[src/rtl/binary_sub.sv]
//============================================================================
// Module   : binary_sub
// Brief    : Registered WIDTH-bit ripple-borrow subtractor, D = A - B - Cin,
//            with borrow-out Bo and a one-cycle output register stage.
//            Optional signed-overflow output ov is built only when the macro
//            BINARY_SUB_OVERFLOW_EN is defined.
// Revision : 1.0 - initial release
//============================================================================
`default_nettype none

// One-bit full-subtractor cell: d = a - b - bin, bout is the borrow it needs.
module binary_sub_cell (
    input  logic a_i,
    input  logic b_i,
    input  logic bin_i,
    output logic d_o,
    output logic bout_o
);

    // Difference bit and borrow generate/propagate
    always_comb begin
        d_o    = a_i ^ b_i ^ bin_i;
        bout_o = (~a_i & b_i) | (~(a_i ^ b_i) & bin_i);
    end

endmodule

module binary_sub #(
    parameter int WIDTH = 4
) (
    input  logic             clk,
    input  logic             rst_n,
    input  logic             in_valid,
    input  logic [WIDTH-1:0] A,
    input  logic [WIDTH-1:0] B,
    input  logic             Cin,
    output logic [WIDTH-1:0] D,
    output logic             Bo,
`ifdef BINARY_SUB_OVERFLOW_EN
    output logic             ov,
`endif
    output logic             out_valid
);

    // Borrow chain: borrow[0] is the borrow-in, borrow[WIDTH] the borrow-out.
    logic [WIDTH:0]   borrow;
    logic [WIDTH-1:0] diff_d;
    logic             bo_d;

    logic [WIDTH-1:0] diff_q;
    logic             bo_q;
    logic             valid_q;

    assign borrow[0] = Cin;

    // Ripple of full-subtractor cells, LSB first
    generate
        for (genvar i = 0; i < WIDTH; i++) begin : g_cell
            binary_sub_cell u_cell (
                .a_i    (A[i]),
                .b_i    (B[i]),
                .bin_i  (borrow[i]),
                .d_o    (diff_d[i]),
                .bout_o (borrow[i+1])
            );
        end
    endgenerate

    assign bo_d = borrow[WIDTH];

    // Capture the difference and borrow only on accepted operands
    always_ff @(posedge clk or negedge rst_n) begin
        if (!rst_n) begin
            diff_q <= '0;
            bo_q   <= 1'b0;
        end else if (in_valid) begin
            diff_q <= diff_d;
            bo_q   <= bo_d;
        end
    end

    // out_valid follows in_valid by one cycle, so it marks fresh results only
    always_ff @(posedge clk or negedge rst_n) begin
        if (!rst_n) begin
            valid_q <= 1'b0;
        end else begin
            valid_q <= in_valid;
        end
    end

    assign D         = diff_q;
    assign Bo        = bo_q;
    assign out_valid = valid_q;

`ifdef BINARY_SUB_OVERFLOW_EN
    // Two's-complement overflow: operand signs differ and result sign differs from A
    logic ov_d;
    logic ov_q;

    assign ov_d = (A[WIDTH-1] ^ B[WIDTH-1]) & (A[WIDTH-1] ^ diff_d[WIDTH-1]);

    // Overflow flag is registered alongside D/Bo
    always_ff @(posedge clk or negedge rst_n) begin
        if (!rst_n) begin
            ov_q <= 1'b0;
        end else if (in_valid) begin
            ov_q <= ov_d;
        end
    end

    assign ov = ov_q;
`endif

endmodule

`default_nettype wire

[config.mk]
export PLATFORM = sky130hd
export DESIGN_NAME = binary_sub
export DESIGN_NICKNAME = d
export VERILOG_FILES = /design/src/rtl/binary_sub.sv
export SDC_FILE = /design/constraint.sdc
export NUM_CORES = 1
export LEC_CHECK = 0
export ABC_AREA = 1
export BUFFER_PORTS_ARGS = -buffer_cell sky130_fd_sc_hd__buf_2
export CELL_PAD_IN_SITES_DETAIL_PLACEMENT = 1
export CELL_PAD_IN_SITES_GLOBAL_PLACEMENT = 2
export CORE_MARGIN = 2
export CORE_UTILIZATION = 19
export DETAILED_ROUTE_END_ITERATION = 16
export PLACE_DENSITY_LB_ADDON = 0.3
export SLEW_MARGIN = 20
export SYNTH_ARGS = -nofsm -noshare
export SYNTH_HDL_FRONTEND = slang
export SYNTH_SLANG_ARGS = --single-unit
[constraint.sdc]
create_clock -name clk -period 0.8 [get_ports clk]
set_clock_uncertainty 0.1 [all_clocks]
set_input_delay 0.12 -clock clk [delete_from_list [all_inputs] [get_ports clk]]
set_output_delay 0.12 -clock clk [all_outputs]
set_load 0.01 [all_outputs]
==> out/summary.md, run 1 <==
For the worst-skew pair, the clock arrives at the later sink with an insertion delay of 0.24 ns. The die extent in x is 45.5 microns. Wires add up to 712 microns.

The maximum fanout count along the critical path is 1. Summing over every cut layer, the via total after detailed routing is 307. For the via count of the first global-routing pass, the log shows 312. Summed over all failing endpoints, the final setup total negative slack is -3.61 ns. The most numerous cell type found on the critical path is sky130_fd_sc_hd__fa_2. 18 I/O pins were placed. TritonCTS built the clock tree. The logs give 150 sq um for the sequential standard cell area and 15 for the number of placement rows.

The pre-antenna-repair detailed-routing pass consisted of 2 iterations. The tools report the relative max-transition margin as 91.0%. The number of I/O port buffers was 17.

The count of nets left with antenna violations once routing finished came out at 0. Broken down by cell family, the worst path's largest delay share belongs to adder cells. The first global-routing pass estimated 1230 microns of wire. Routability-driven placement finished with a final weighted congestion of 0.600. The die covers 0.00207 sq mm. Timing analysis after detailed placement gives a worst setup slack of -1.22 ns. The CTS buffer count was 3. The y dimension of the die is 45.5 microns, and the max-cap violation count is 0. The worst setup path is launched from an input pin.

The count of unresolved DRC violations after routing came out at 0. For the data arrival at the endpoint of the critical path, the log shows 1.71 ns. The run gives 0 as the final count of hold timing violations. The clock passes through at most 2 buffers. The number of nets in the synthesized netlist is 52. The pin count of the biggest net entering global routing is 8. The worst setup path is captured at a flip-flop. The run gives -0.872 ns as the worst path setup slack after routing.

The count of H-tree levels built during CTS is 1, and the time the worst path needs with I/O delays and setup is 1.67 ns. The achievable clock frequency was 598 MHz. The tightest min-delay check is of the in2reg type. The tools report the count of clock tree sinks as 6. For the pin with the worst max-slew slack, the measured transition is 0.135 ns. The multi-input logic area came out at 146 sq um. The critical path goes through buf_8, inv_12, fa_2, inv_2, fa_2, fa_2, inv_2, fa_1, nand2_1, nand2_1. The checks that failed: setup timing. The final routed wire length divided by cell count came out at 9.01 microns. From synthesis to final layout, the design area changed by 72.9%. The Yosys step of the flow raised 0 warnings. The initial antenna violation count is 0, and the DRC violation total after the first TritonRoute iteration is 3. For this configuration, the core starts out at a cell density of 19.6%. Counting the fill cells in the layout gives 202. The number of nets in the finished design came out at 80. Clock tree synthesis selected as its root buffer the cell sky130_fd_sc_hd__clkbuf_4.

After detailed routing, the number of vias per cell comes to 3.89. Setup repair after global routing could not meet its margin everywhere. The antenna diode count came out at 0.

The total routing resource utilization after global routing came out at 8.77%. The core region is 0.00167 sq mm. Counting both buffers and inverters, the worst setup path holds a total of 4. The run finished, with violations left. Setup violation total in the final timing report: 10. The total congestion overflow is 0.

In this design, the stage delay of the slowest critical-path cell is 0.38 ns. The run gives 0 as the final-report max-slew violation count. Synthesis produced 36 cells. The tools report the sequential share of the synthesized area as 45.8%.

The clock-pin transition on the worst setup and hold timing paths came out at 0.05 ns. Of the available clock period, the critical path in the final layout requires 209%. The power per unit of standard cell area came out at 1700 mW/mm^2. The static leakage power was 0.000328 uW.

Synthesis inferred 6 register bits. For this design, the slowest cell found on the critical path is sky130_fd_sc_hd__fa_1. VDD sags by at most 0.000394 V. For the worst setup path, the data required time is 0.84 ns. Critical setup path kind: in2reg. The post-synthesis average cell area is 9.11 sq um, and the cell area after technology mapping is 328 sq um. The netlist uses 5 different library cells. The layout cell share with drive strength beyond 1 was 56.5%.
worst paths after layout:
| path | from | endpoint | slack (ns) | cells past startpoint |
|---|---|---|---|---|
| worst max-delay path | B[0] | D[3] | -0.87 | 10 |
| worst min-delay path | in_valid | D[2] | 0.06 | 3 |
| worst max register to register | D[2] | D[2] | -0.14 | 4 |
| worst min register to register | Bo | Bo | 0.37 | 2 |
| max in group asynchronous | rst_n | D[3] | 0.32 | 2 |
| min in group asynchronous | rst_n | out_valid | 0.14 | 2 |
repair_timing:
action,CTS,global route
endpoints found under the hold margin,7,0
setup buffers,2,2
pin swaps,2,3
resized for setup,6,6
endpoints found under the setup margin,11,12
hold buffers,2,0
final cells by class:
| cell class | count | area share, % |
|---|---|---|
| well taps | 17 | 3.75 |
| flip-flops and latches | 6 | 26.5 |
| repair buffers | 23 | 30.0 |
| clock buffers | 3 | 3.97 |
| inverters | 11 | 9.93 |
| multi-input cells | 19 | 25.8 |
routing by layer:
layer  part of all wire (%)  track usage [%]  vias up
li1                       -                -      151
met5                      0                0        -
met4                      0             8.82        0
met1                     43             10.8      146
met2                     51             11.5       10
met3                    5.8             2.78        0
cells in the mapped netlist:
cell type / instances / share of area [%]
sky130_fd_sc_hd__dfrtp_1: 6 / 46
sky130_fd_sc_hd__fa_1: 4 / 24
sky130_fd_sc_hd__inv_1: 10 / 11
sky130_fd_sc_hd__inv_2: 1 / 1.1
sky130_fd_sc_hd__nand2_1: 15 / 17
sequential cells by signal (all words and copies together), names as in the netlist:
| signal | count |
|---|---|
| Bo | 1 |
| D | 4 |
| out_valid | 1 |
logic make-up after synthesis:
family	share of synthesized area [%]
adders and majority gates	24.4
buffers and inverters	12.6
DFF	45.8
and+or+nand+nor	17.2
placed cells by master, fill, tap and decap left out:
cell type / instances
sky130_fd_sc_hd__nand2_1: 14
sky130_fd_sc_hd__buf_6: 4
sky130_fd_sc_hd__inv_1: 4
sky130_fd_sc_hd__inv_12: 1
sky130_fd_sc_hd__nand2_2: 1
sky130_fd_sc_hd__fa_1: 1
sky130_fd_sc_hd__dlymetal6s4s_1: 1
sky130_fd_sc_hd__dfrtp_1: 6
sky130_fd_sc_hd__buf_4: 3
sky130_fd_sc_hd__clkbuf_4: 3
sky130_fd_sc_hd__fa_2: 3
sky130_fd_sc_hd__buf_8: 1
sky130_fd_sc_hd__buf_2: 13
sky130_fd_sc_hd__inv_2: 5
sky130_fd_sc_hd__dlygate4sd3_1: 1
sky130_fd_sc_hd__inv_4: 1
tightest hold or removal path, stage by stage:
cell                      delay (ns)
sky130_fd_sc_hd__buf_2          0.14
sky130_fd_sc_hd__nand2_1        0.06
sky130_fd_sc_hd__nand2_1        0.04
report_power, final:
part	switching (uW)	leakage [uW]	total, uW	internal, uW
logic	141	0.000242	310	169
clock network	114	0.0000138	284	170
registers	23.1	0.0000725	371	348
total	278	0.000328	965	687
stage by stage:
step	utilization [%]	cell area, sq um	cells	hold slack (ns)	total power, uW
after CTS	32.1	537	77	0.0483	948
final	33.9	567	79	0.0617	965
after global placement	27.3	457	70	-0.150	595
after floorplan	-	350	36	-0.276	487
after global routing	33.9	567	79	0.0717	1050
after detailed placement	27.3	457	70	-0.151	598
Note: power is estimated with default switching activity, not from simulation.
==> inputs of run 2 (changes only) <==
- CORE_UTILIZATION: 19 -> 21
- clock period: 0.8 -> 1.83 ns (I/O delays scaled with it)
==> run 2 against run 1 <==
- the run still ends with setup timing left
- register-to-register slack improved by 1.3 ns
- critical path depth unchanged
- combinational power shrank 69%
- final cell count is 7.6% lower
- core utilization is 1.2 points lower
- count of clock-buffer cells in the layout unchanged
- worst hold slack improved by 0.077 ns
- non-clock buffer count down 5
- clock power shrank 58%
- routed wire length is 13% lower
- worst setup slack better by 0.85 ns
- power shrank 61%
- critical path type unchanged
- critical endpoint unchanged
==> out/summary.md, run 2 (same netlist as run 1, synthesis figures left out) <==
Setup repair after global routing could not meet its margin everywhere. TritonCTS built the clock tree. The logic depth of the worst path, buffers included came out at 10.

For this design the static power due to leakage is 0.000287 uW. The time the worst path needs with I/O delays and setup was 1.85 ns; the die extent in x was 43.5 microns. The worst hold path stage count was 1; the maximum fanout count along the critical path was 1.

The most common cell type on the critical path is sky130_fd_sc_hd__fa_2. The run gives 2 as the maximum buffer depth of the clock tree. The via count of the first global-routing pass is 293, and the relative max-transition margin is 90.8%. The nature of the critical path endpoint was a flip-flop. Amount of wire on met3 after detailed routing: 36 microns. Data on the critical path arrives at its endpoint at 1.88 ns.

The worst path setup slack after routing is -0.0186 ns, and the total design power is 376 uW. The tools report the starting density of the core as 22.0%. The worst register-to-register path ends at D[2].

The final routed wire length divided by cell count is 8.52 microns. The slowest stage of the critical path belongs to the cell sky130_fd_sc_hd__fa_1. Startpoint type of the worst setup path: an input pin. For this run, the top clock speed supported by timing is 541 MHz.

In this run switching power makes up 27.6% of total power. The iteration count of the initial detailed-routing pass was 1. Following the worst setup path forward leads to its endpoint at D[3].

From bottom edge to top edge, the die measures 43.5 microns. Grouping stages by cell kind, the critical path spends the most delay in adder cells. The tools report the CTS buffer count as 3.

The checks that failed: setup timing. The logs give 329 microns for the met2 wirelength from detailed routing and 622 microns for the detailed-route wire length. For this run, the slowest stage of the critical path takes 0.40 ns. The die covers 0.00189 sq mm.

The worst hold path belongs to the class in2reg. The floorplan step defined a core boundary enclosing 0.00149 sq mm. Cells with a size suffix above 1 make up 49.1% of the layout.

The tools report the wire length of the first global-routing pass as 1080 microns. The initial antenna violation count was 0; the count of clock tree sinks was 6. The register with the most flip-flops in the layout has 4 of them. Across the run, the number of max-cap violations was 0. The last weighted congestion value of the routability-driven placer was 0.633; the net load switching power was 104 uW. The logs give 31.3% for the clock group share of total power and 18 for the number of top-level design ports. The setup check on the worst reg-to-reg path leaves a slack of 1.13 ns. The total routing resource utilization after global routing came out at 7.87%. The count of H-tree levels built during CTS was 1; the number of placement rows was 14.

The detailed router used layers up to and including met3. The number of buffers and inverters on the critical path is 4. The run finished, with violations left. The tools report the routed metal-1 wirelength as 256 microns. Fill cells in the final layout number 190. In this run the post-CTS setup repair buffer count came out at 0.

For the final routed database, the setup TNS stands at -0.0186 ns. The worst-case IR drop observed on VDD is 0.000199 V. At the later pin of the worst-skew pair, clock insertion delay measures 0.24 ns. The run gives 1 as the setup violation total in the final timing report. The power per unit of standard cell area is 770 mW/mm^2, and the total number of vias is 273. At the worst endpoint, the required time is 1.86 ns. The library cells used most frequently in the layout, excluding fill and tap cells, are 15 x sky130_fd_sc_hd__nand2_1, 15 x sky130_fd_sc_hd__buf_2, 6 x sky130_fd_sc_hd__dfrtp_1, 6 x sky130_fd_sc_hd__inv_1, 4 x sky130_fd_sc_hd__inv_2. Entering global routing, the biggest net connects 8 pins.

In the final design database the tool counted 75 nets. Walking the worst path, the cells encountered are buf_6, inv_4, fa_2, inv_2, fa_2, fa_2, inv_2, fa_1, nand2_1, nand2_1. The worst setup path is of the in2reg kind. In this run the remaining antenna-violating nets after routing total 0. The tools report the sequential share of power as 42.9%. In this run the worst setup path begins at B[0]. During placement, the flow inserted port buffers numbering 17.

Dividing the detail-routed via count by the number of cells gives 3.74. For this run the aggregate overflow at the end of global routing stands at 0. For this run, design rule violations remaining after detail routing come to 0. The cell sitting at the root of the clock tree is a sky130_fd_sc_hd__clkbuf_4.

For the final count of hold timing violations, the log shows 0. Worst reg-to-reg path cell count: 2. For the DRC violation total after the first TritonRoute iteration, the log shows 0. The startpoint of the worst register-to-register path is D[2].

The actual slew at the worst max-slew pin is 0.138 ns. For the final-report max-slew violation count, the log shows 0. The area growth from synthesis to layout came out at 48.9%.

The number of antenna diodes in the final layout is 0. The clock-pin transition on the worst setup and hold timing paths is 0.04 ns. The run gives 25.8% as the power share of the combinational group. Dividing the final minimum period by the clock period gives 101%. On the final layout, the worst hold slack is 0.139 ns. Cell internal power was estimated by the tool at 272 uW.
-- run 2: per-stage QoR --
step,instances,worst slack (ns),util (%),area [sq um]
after floorplan,36,-0.130,-,333
after global placement,69,-0.292,29.4,438
after detailed placement,69,-0.322,29.4,438
after CTS,73,-0.0245,32.8,488
after global routing,73,-0.0885,32.8,488
final,73,-0.0186,32.8,488
-- run 2: power groups by stage --
stage / registers [uW] / logic [uW] / clock network (uW)
final: 161 / 97.1 / 118
after global routing: 164 / 114 / 134
after CTS: 161 / 101 / 125
after detailed placement: 163 / 92.9 / 0
after global placement: 162 / 91.1 / 0
after floorplan: 173 / 37.5 / 0
-- run 2: layout make-up --
type	count	area [sq um]	area share, %
multi-input combinational	19	144	29.5
inverter	11	43.8	8.97
sequential	6	150	30.8
timing repair buffer	18	108	22.1
clock buffer	3	22.5	4.62
tap	16	20.0	4.10
-- run 2: repair_timing --
action | in CTS | in global routing
gates resized for setup | 8 | 0
hold endpoints to repair | 6 | 0
hold buffers | 1 | 0
pin swaps | 1 | 0
setup endpoints to repair | 1 | 1
-- run 2: routing by layer --
metal	track usage [%]	up-vias
met5	0	-
met4	9.09	0
met3	0	0
met2	12.8	11
met1	8.66	122
li1	-	140
-- run 2: worst min path at each step --
stage | from | end | slack [ns]
global route | in_valid | out_valid | 0.13
floorplan | rst_n | Bo | -0.12
global placement | rst_n | out_valid | 0.003
detailed placement | rst_n | out_valid | 0.005
finish | in_valid | out_valid | 0.14
CTS | in_valid | out_valid | 0.13
